File: src/rtl/param_register_file_pkg.sv
// Shared definitions for the parametrised register file: clear-sequencer state
// encoding and default geometry.
package param_register_file_pkg;

    typedef enum logic [1:0] {
        ST_IDLE  = 2'd0,
        ST_CLEAR = 2'd1,
        ST_DONE  = 2'd2
    } clr_state_e;

    localparam int DEF_DATA_WIDTH = 16;
    localparam int DEF_ADDR_WIDTH = 2;

endpackage

File: src/rtl/param_register_file_clear_seq.sv
// Clear sequencer: walks an index over every register file entry, one per
// cycle, then pulses done for one cycle.
//
//   state    | meaning
//   ---------+--------------------------------------------------------
//   ST_IDLE  | normal operation, waiting for ClearReq
//   ST_CLEAR | zeroing entry clear_idx this cycle, writes discarded
//   ST_DONE  | last entry zeroed, ClearDone high, writes accepted
module regfile_clear_seq
    import param_register_file_pkg::*;
#(
    parameter int ADDR_WIDTH = DEF_ADDR_WIDTH
) (
    input  logic                  Clock,
    input  logic                  Reset_n,
    input  logic                  ClearReq,
    output logic                  clear_we,
    output logic [ADDR_WIDTH-1:0] clear_idx,
    output logic                  write_ok,
    output logic                  ClearBusy,
    output logic                  ClearDone
);

    localparam logic [ADDR_WIDTH-1:0] LAST_IDX = '1;

    clr_state_e            state, state_next;
    logic [ADDR_WIDTH-1:0] counter;

    always_ff @(posedge Clock or negedge Reset_n) begin
        if (!Reset_n) begin
            state   <= ST_IDLE;
            counter <= '0;
        end else begin
            state <= state_next;
            if (state == ST_IDLE && ClearReq)
                counter <= '0;
            else if (state == ST_CLEAR && counter != LAST_IDX)
                counter <= counter + 1'b1;
        end
    end

    always_comb begin
        state_next = state;
        case (state)
            ST_IDLE:  if (ClearReq) state_next = ST_CLEAR;
            ST_CLEAR: if (counter == LAST_IDX) state_next = ST_DONE;
            ST_DONE:  state_next = ST_IDLE;
            default:  state_next = ST_IDLE;
        endcase
    end

    always_comb begin
        clear_we  = (state == ST_CLEAR);
        clear_idx = counter;
        ClearBusy = (state == ST_CLEAR);
        ClearDone = (state == ST_DONE);
        write_ok  = (state != ST_CLEAR);
    end

endmodule

File: src/rtl/param_register_file.sv
// Parametrised register file: two combinational read ports, one clocked write
// port, optional hardwired-zero R0 and a hardware clear sequencer.
// Build option: define REGFILE_BYPASS_EN to forward accepted write data to reads.
module param_register_file
    import param_register_file_pkg::*;
#(
    parameter int DATA_WIDTH = DEF_DATA_WIDTH,
    parameter int ADDR_WIDTH = DEF_ADDR_WIDTH,
    parameter int ZERO_REG   = 1
) (
    input  logic                  Clock,
    input  logic                  Reset_n,
    input  logic [ADDR_WIDTH-1:0] RS,
    input  logic [ADDR_WIDTH-1:0] RT,
    input  logic [ADDR_WIDTH-1:0] RD,
    input  logic [DATA_WIDTH-1:0] WriteData,
    input  logic                  RegWrite,
    input  logic                  ClearReq,
    output logic [DATA_WIDTH-1:0] ReadRS,
    output logic [DATA_WIDTH-1:0] ReadRT,
    output logic                  ClearBusy,
    output logic                  ClearDone,
    output logic                  WriteDrop
);

    localparam int DEPTH = 1 << ADDR_WIDTH;

    logic [DATA_WIDTH-1:0] regs [DEPTH];
    logic                  clear_we;
    logic [ADDR_WIDTH-1:0] clear_idx;
    logic                  write_ok;
    logic                  wr_acc;

    regfile_clear_seq #(
        .ADDR_WIDTH (ADDR_WIDTH)
    ) u_clear_seq (
        .Clock     (Clock),
        .Reset_n   (Reset_n),
        .ClearReq  (ClearReq),
        .clear_we  (clear_we),
        .clear_idx (clear_idx),
        .write_ok  (write_ok),
        .ClearBusy (ClearBusy),
        .ClearDone (ClearDone)
    );

    assign wr_acc    = RegWrite && write_ok && !(ZERO_REG != 0 && RD == '0);
    assign WriteDrop = RegWrite && ClearBusy;

    // Clear has priority; the sequencer blocks ordinary writes while active anyway.
    always_ff @(posedge Clock or negedge Reset_n) begin
        if (!Reset_n) begin
            for (int i = 0; i < DEPTH; i++)
                regs[i] <= '0;
        end else if (clear_we) begin
            regs[clear_idx] <= '0;
        end else if (wr_acc) begin
            regs[RD] <= WriteData;
        end
    end

    always_comb begin
        ReadRS = (ZERO_REG != 0 && RS == '0) ? '0 : regs[RS];
        ReadRT = (ZERO_REG != 0 && RT == '0) ? '0 : regs[RT];
`ifdef REGFILE_BYPASS_EN
        if (wr_acc && RS == RD) ReadRS = WriteData;
        if (wr_acc && RT == RD) ReadRT = WriteData;
`endif
    end

endmodule

File: config.mk
export PLATFORM = sky130hd
export DESIGN_NAME = param_register_file
export DESIGN_NICKNAME = d
export VERILOG_FILES = /design/src/rtl/param_register_file_pkg.sv /design/src/rtl/param_register_file_clear_seq.sv /design/src/rtl/param_register_file.sv
export SDC_FILE = /design/constraint.sdc
export NUM_CORES = 1
export LEC_CHECK = 0
export ABC_AREA = 1
export CAP_MARGIN = 5
export CORE_MARGIN = 2
export CORE_UTILIZATION = 35
export DETAILED_ROUTE_END_ITERATION = 16
export PLACE_DENSITY = 0.67
export SLEW_MARGIN = 20
export SYNTH_ARGS = -nofsm -noshare
export SYNTH_HDL_FRONTEND = slang
export SYNTH_SLANG_ARGS = --single-unit
File: constraint.sdc
create_clock -name Clock -period 1.78 [get_ports Clock]
set_clock_uncertainty 0.05 [all_clocks]
set_input_delay 0.534 -clock Clock [delete_from_list [all_inputs] [get_ports Clock]]
set_output_delay 0.534 -clock Clock [all_outputs]
set_load 0.03 [all_outputs]
---- Yosys cells after proc, flatten, opt, wreduce, memory -nomap -nowiden ----
Index checks and enable logic that the tools add are counted.
word-level totals
  bits of input ports ..................... 26
  memory bits (read-only) ................. 0
  word-level logic and storage cells ...... 61
  RAM bits ................................ 0
  register bits ........................... 68
  memories ................................ 0
  bits in latches ......................... 0
operators by class
  eq/ne operators ......................... 7
  muxes and demuxes ....................... 20
  $lt $le $gt $ge ......................... 6
  reduce and logical (&&, ||, !) cells .... 15
  multiply operators ...................... 0
  bitwise logic cells ..................... 6
  shift operators ......................... 0
  div/mod/pow operators ................... 0
  $add $sub $neg .......................... 1
operator list
  kind                                                                           count
  16-bit 2-to-1 mux                                                              8
  64-bit 2-to-1 mux                                                              2
  64-bit bitwise AND                                                             1
  16-bit binary-select mux with 2-bit select                                     2
  64-bit bitwise mux                                                             1
  16-bit demux with 2-bit select                                                 2
  64-bit inverter                                                                1
  3-bit >= comparator (second input constant)                                    4
  2-bit inverter with 3-bit output                                               4
  2-bit zero test                                                                4
  2-bit 2-to-1 mux                                                               4
  1-bit logical AND                                                              7
  3-bit by 1-bit less-than comparator with 1-bit output (second input constant)  2
  2-bit == test (second input constant)                                          2
  2-bit by 1-bit inequality test with 1-bit output (second input constant)       2
  2-bit inequality test (second input constant)                                  2
  2-bit case mux with 2 select lines                                             1
  2-bit nonzero test                                                             2
  2-bit by 1-bit adder with 2-bit output (second input constant)                 1
  2-bit by 1-bit == test with 1-bit output (second input constant)               1
  2-bit AND reduction                                                            1
  1-bit zero test                                                                1

---- Longest topological paths before layout ----
Gate-level depths: netlist of run 1.
  depth in word-level cells ............... 8
  gate-level depth with buffers ........... 7

---- Modules after synthesis ----
From an unflattened synthesis of run 1, not the netlist that was laid out.
second synthesis, totals
  cell total of the unflattened synthesis .. 852
  area, all modules ....................... 4998.5 um^2
modules (own cells, without submodules)
  module               area each (um^2)  cells an instance  instances
  param_register_file  4802.1            828                1
  regfile_clear_seq    196.4             24                 1

---- Worst setup path before layout of run 1 ----
Ideal clock, no wire load.
  path type ............................... input to output
  from .................................... in RS[1]
  to ...................................... out ReadRS[10]
  path buffers ............................ 2
  required time ........................... 1196 ps
  stages on the path ...................... 5
  slack ................................... -429 ps
  data arrival time ....................... 1625 ps
  path through ............................ buf_2 > inv_1 > buf_2 > nand3_1 > a21oi_1
between the ends
  cells in the longest elaborated chain, start to end .. 5
  elaborated cells on any way between the ends .. 6
RTL lines
  item                                                    line                       text
  from (decl)                                             param_register_file.sv:13  input logic [ADDR_WIDTH-1:0] RS,
  2-bit inverter with 3-bit output (implied by the code)  param_register_file.sv:63  ReadRS = (ZERO_REG != 0 && RS == '0) ? '0 : regs[RS];
  16-bit binary-select mux with 2-bit select              param_register_file.sv:63
  16-bit 2-to-1 mux (implied by the code) (2 in series)   param_register_file.sv:63
  16-bit 2-to-1 mux *                                     param_register_file.sv:63
  to (decl)                                               param_register_file.sv:19  output logic [DATA_WIDTH-1:0] ReadRS,
Mark *: on every way between the ends. The rest lies on a longest branch, timed or not. The select of a mux whose other input is x is not followed.

---- Worst setup path after layout of run 1 ----
  from .................................... in RS[0]
  to ...................................... out ReadRS[10]
Same word-level chain as after synthesis.

==> results of run 1 <==
[routing by layer]
metal	vias up	part of all wire (%)	GRT usage, %
met1	2264	43	34.30
met3	38	5.9	4.845
met2	192	49	40.93
met5	-	0	0
li1	2098	-	-
met4	0	2.7	9.383
[power breakdown]
group	internal, mW	leakage (nW)	switching (mW)	total (mW)
Clock	1.25	0.159	0.750	2.00
Sequential	2.04	0.917	0.325	2.37
Combinational	1.58	2.36	2.84	4.42
[cell families (layout without fill, tap and decap cells)]
logic type,Yosys count,in the layout
buffers and inverters,126,223
AND/OR/NAND/NOR,378,378
adder cells (fa/ha/maj),4,4
AO/OA/AOI/OAI,34,34
flip-flops,68,68
[per-stage QoR]
stage          hold WS [ps]  setup WS, ps
3_3_place_gp          391.9        -907.9
2_1_floorplan         188.4        -100.5
5_1_grt               50.81        -307.9
4_1_cts               38.57        -229.6
3_5_place_dp          400.4        -912.2
6_report              37.09        -272.5
[final timing paths]
| kind | startpoint | endpoint | slack (ps) |
|---|---|---|---|
| max in group asynchronous | Reset_n | regs[22] | 1160 |
| worst min register to register | regs[59] | regs[59] | 420 |
| worst min-delay path | Reset_n | regs[1] | 40 |
| worst max register to register | u_clear_seq.clear_idx[0] | regs[48] | 200 |
| min in group Clock | regs[59] | regs[59] | 420 |
| worst max-delay path | RS[0] | ReadRS[10] | -270 |
[registers in the layout, summed over array words and instances, names as in the netlist]
signal                 flops
regs                      64
u_clear_seq.clear_idx      2
u_clear_seq.state          2
[cell type report]
cell class / instances / share of cell area (%)
clock buffer: 9 / 3.063
clock inverter: 7 / 1.430
inverter: 92 / 5.378
multi-input combinational: 416 / 44.37
sequential: 68 / 23.16
tap: 143 / 2.434
timing repair buffer: 115 / 20.17
[cells in the final DEF (no fill, tap or decap), drive strengths merged]
| cell type | count |
|---|---|
| clkinvlp | 1 |
| a21oi | 31 |
| dlygate4sd2 | 1 |
| buf | 93 |
| nand2 | 247 |
| nor2 | 12 |
| nand4 | 16 |
| dfrtp | 68 |
| clkbuf | 11 |
| clkdlybuf4s50 | 19 |
| bufinv | 2 |
| nand3b | 1 |
| inv | 94 |
| ha | 4 |
| nand3 | 102 |
| clkinv | 2 |
| o21ai | 3 |
[critical path: cells and delay by family]
family / cells / cell delay (ps)
and+or+nand+nor: 2 / 170
buffers and inverters: 5 / 590
AOI/OAI and AO/OA: 1 / 170
[what timing repair did]
item | 4_1_cts | 5_1_grt
pin swaps | 60 | 49
cloned | 7 | 2
setup buffers | 14 | 1
setup endpoints to repair | 34 | 35
resized for setup | 218 | 65
==> summary.txt, run 1 <==
Outcome
  • Status: complete, but fails checks
  • Failing checks: negative setup slack

Min path
  • Hold Path Class: in2async

Die
  • Die Ht: 111.9 um
  • Core Box Area: about 11000 sq um
  • IO Pins: 61
  • Row count: 39
  • Die Wd: ~110 um
  • Die area: between 10000 and 15000 sq um
  • Initial Util: 35.85%

Logic synthesis
  • Synth cell types: 20
  • Most used DFF post-synth: dfrtp_1
  • Post-synth EDFFs: 0
  • Mean Syn Cell Area: between 6 and 7 sq um
  • Simple-Gate Fraction of Synth Area: ~40%
  • Main area contributors after synthesis: dfrtp_1 (42%), nand2_1 (22%), nand3_1 (12%), inv_1 (8.1%), a21oi_1 (3.8%)
  • Cell area after synthesis: 4076 sq um
  • Area share of the largest cell type after synthesis: 41.74%
  • Post-synth top cells: nand2_1 (244), nand3_1 (101), inv_1 (88)
  • Largest family of logic cells by synthesized area: simple AND/OR/NAND/NOR gates
  • Post-synthesis share of cell area spent on xor and xnor gates: 0%
  • Flop and latch count out of synthesis: just under 70
  • Synth warnings: 0
  • Post-synthesis async set-or-reset flop share: 100.0%
  • Synth Instances: around 600
  • Leading area contributor after synthesis: dfrtp_1
  • Most common cell in the synthesized netlist: nand2_1
  • Post-synthesis adder-cell area fraction: under 10%
  • Seq/Total Area, Yosys: about two fifths
  • Compound-cell area share of the yosys netlist: under 10%
  • Syn Nets: 640
  • Mux cell area share after synthesis: 0%

GRT
  • Vias in the first global route: 4643
  • Grt total ovfl: 0
  • Overall Global Routing Usage: approximately a quarter
  • First-pass GRT wire length: roughly 25000 um
  • Largest net degree at the start of global routing: 33
  • Initial antenna violation count: 0

Clocking
  • CTS tree: yes
  • Clock-pin slew of the registers on the worst-case setup and hold paths: 60 ps
  • H-tree depth: 3
  • Root Buffer: clkbuf_16
  • TritonCTS Buffers: 9
  • Clock Path Buffers: 2
  • CTS Sinks: between 60 and 70
  • Post-CTS Hold Fix Bufs: 0
  • Clock Latency Late Sink: approximately 340 ps

Timing
  • Actual slew at the worst max-slew pin: 699.9 ps
  • Relative slew slack: a little over half
  • Fin crit share: 115.3%
  • Final setup vio count: 32
  • Fmax: slightly below 500 MHz
  • Setup TNS: -6977 ps
  • Setup ws final: -272.5 ps
  • Max-slew violation count: 0
  • Clock period minus worst slack: about 2000 ps
  • Hold Fails Final Rpt: 0
  • RSZ-0062 raised after global routing: true

Layout
  • FF+latch area: roughly 1700 sq um
  • Multi-input gate area: around 3300 sq um
  • Final core occ: 64.66%
  • Filler cell count: slightly below 900
  • Antenna Cells: 0
  • Design area: ~7400 sq um
  • Fin cells: 850
  • Share of cells above drive strength 1: around 45%
  • Area grow syn2layout: 80.36%
  • Fin nets: around 730

Routing
  • Initial DRC count: 285
  • Via count: roughly 4.6k
  • Post-route ant nets: 0
  • Wire per inst: around 19 um
  • First-pass detailed-route iteration total: 5
  • Drt total wl: 16330 um
  • Vias/cell: 5.402
  • Number of remaining DRC errors: 0

Pwr
  • Total power: 8.790 mW
  • Lkg Pwr: ~3.4 nW
  • VDD IR max: approximately 0.00082 V
  • PwrDens: 1196 nW/um^2

Critical path
  • Crit-path cells: buf_8, buf_12, inv_16, buf_12, nand2_2, nand3_2, a21oi_4, buf_6
  • Endpoint class of the critical path: output pin
  • Crit-path max FO: 8
  • Worst path max stage delay: roughly 170 ps
  • Setup CP Type: in2out
  • Most frequent CP cell: buf_12
  • Crit path launch type: primary input
  • R2R cell count: 5
  • CP required: 1200 ps
  • CP max-delay cell: a21oi_4
  • Data arrival, critical path: between 1000 and 1500 ps

Placed design
  • Placed cell areas: 5588 sq um
  • Routability congestion estimate: approximately 0.88
  • Placed wire-length estimate: about 9600 um
  • DP Cell Count: 811
  • Number of I/O port buffers: 60

Flow run
  • Max-capacitance violation count: 0
(Power assumes the default switching activity.)
==> inputs of run 2 (changes only) <==
- CTS_BUF_LIST: unset -> sky130_fd_sc_hd__clkbuf_4 sky130_fd_sc_hd__clkbuf_8
==> run 2 against run 1 <==
The run still ends with negative setup slack left. Die area is the same. Total power shrank 6.5%. First-iteration DRC count decreased by 3.2%. Clock-buffer cell count stayed put. Largest power group unchanged.
==> summary.txt, run 2 (synthesis gave the netlist of run 1 again) <==
GRT
  • Grt total ovfl: 0
  • Met2 Use GR: between 40% and 50%
  • GR Layer Usage met3: 4.192%
  • Grt met1 use: between 30% and 40%
  • GRT busiest layer: met2
  • Initial antenna violation count: 0
  • Largest net degree at the start of global routing: 33
  • Overall Global Routing Usage: 24.89%
  • Vias in the first global route: around 4.6k
  • First-pass GRT wire length: roughly 25000 um

Die
  • Die Ht: ~110 um
  • Core Box Area: about 11000 sq um
  • Die Wd: around 110 um
  • Initial Util: 35.85%
  • Row count: 39
  • IO Pins: slightly above 60
  • Die area: ~13000 sq um

Layout
  • Antenna Cells: 0
  • Commonest non-fill, non-tap cells in the layout: nand2_1 (154), inv_1 (83), dfrtp_1 (67), nand2_2 (55), nand3_1 (38)
  • Fin nets: around 730
  • Filler cell count: a little under 900
  • Commonest non-fill, non-tap cell in the layout: nand2_1
  • Share of cells above drive strength 1: 45.06%
  • Max reg flops: 64
  • Largest Register: regs
  • Design area: between 7000 and 8000 sq um
  • Area grow syn2layout: 76.95%

Critical path
  • CP required: between 1000 and 1500 ps
  • Crit path launch type: primary input
  • Data arrival, critical path: 1500 ps
  • Crit-path max FO: 15
  • Setup CP Type: in2out
  • Endpoint class of the critical path: output pin
  • Flop-to-flop setup slack: around 140 ps

Timing
  • Final setup vio count: 32
  • RSZ-0062 raised after global routing: true
  • Setup ws final: -308.3 ps
  • Relative slew slack: around three fifths
  • Hold Fails Final Rpt: 0
  • Clock period minus worst slack: around 2100 ps
  • Actual slew at the worst max-slew pin: about 620 ps
  • Fmax: between 400 and 500 MHz
  • Fin crit share: 117.3%
  • Max-slew violation count: 0
  • Final hold slack: around 10 ps

Pwr
  • PwrDens: approximately 1100 nW/um^2
  • VDD IR max: between 0.0008 and 0.0009 V
  • Lkg Pwr: ~3.4 nW

Routing
  • Post-route ant nets: 0
  • First-pass detailed-route iteration total: 5
  • Wire per inst: 18.11 um
  • Drt total wl: roughly 15000 um
  • Vias/cell: between 5 and 6
  • Initial DRC count: about 280
  • Via count: approximately 4.4k
  • Number of remaining DRC errors: 0

Placed design
  • Routability congestion estimate: between 0.8 and 0.9
  • Placed cell areas: roughly 5600 sq um
  • Number of I/O port buffers: 60
  • Placed wire-length estimate: around 9600 um

Clocking
  • Clock Path Buffers: 2
  • H-tree depth: 3
  • CTS tree: yes
  • Root Buffer: clkbuf_8
  • TritonCTS Buffers: 9
  • CTS Sinks: 68
  • Post-CTS Hold Fix Bufs: 0
  • Clock Latency Late Sink: ~360 ps
  • Clock-pin slew of the registers on the worst-case setup and hold paths: 90 ps

Flow run
  • Max-capacitance violation count: 0

Outcome
  • Status: complete, but fails checks
  • Failing checks: negative setup slack

Min path
  • Hold Path Class: in2async
==> run 2: what timing repair did <==
item                                    4_1_cts  5_1_grt
setup buffers                                14        2
endpoints found under the setup margin       34       35
pin swaps                                    61       41
cloned                                        7        1
gates resized for setup                     219       59
==> run 2: cell type report <==
cell class	instances	area (sq um)	share of cell area, %
multi-input cells	416	3238	44.89
flip-flops and latches	68	1703	23.61
repair buffers	116	1473	20.42
inverters	92	391.6	5.429
well taps	143	178.9	2.480
clock buffers	9	123.9	1.717
clock inverters	7	105.1	1.457
==> run 2: worst paths after layout <==
path / startpoint / endpoint / depth (start not counted)
setup / recovery: RS[0] / ReadRS[11] / 7
hold / removal: Reset_n / u_clear_seq.state[0] / 1
setup reg to reg: u_clear_seq.state[0] / regs[61] / 7
hold reg to reg: regs[0] / regs[0] / 2
max in group asynchronous: Reset_n / regs[13] / 2
min in group Clock: regs[0] / regs[0] / 2
==> run 2: through the flow <==
step	worst slack (ps)	setup TNS [ps]	utilization [%]	cells	power [mW]
after floorplan	-100.5	-1759	-	610	4.696
after global placement	-907.9	-30990	49.15	811	5.606
after detailed placement	-912.2	-32090	49.15	811	5.676
after CTS	-229.6	-6051	61.01	848	7.866
after global routing	-310.5	-7459	63.44	851	8.684
final	-308.3	-6675	63.44	851	8.216
==> run 2: routing by layer <==
metal | wire, um | vias up | share of wire [%]
met5 | 0 | - | 0
met1 | 6688 | 2132 | 43
met3 | 809 | 38 | 5.2
met4 | 467 | 0 | 3.0
li1 | - | 2089 | -
met2 | 7450 | 171 | 48
==> run 2: report_power, final <==
group	internal [mW]	total [mW]	switching [mW]
combinational	1.59	4.35	2.76
sequential	2.04	2.36	0.319
clock	0.811	1.51	0.695
total	4.44	8.22	3.78
==> run 2: worst max-delay path: stages <==
cell and delay (ps):
buf_8 100, buf_12 140, buf_16 170, nand2_2 90, nand3_2 120, a21oi_4 190, buf_6 150
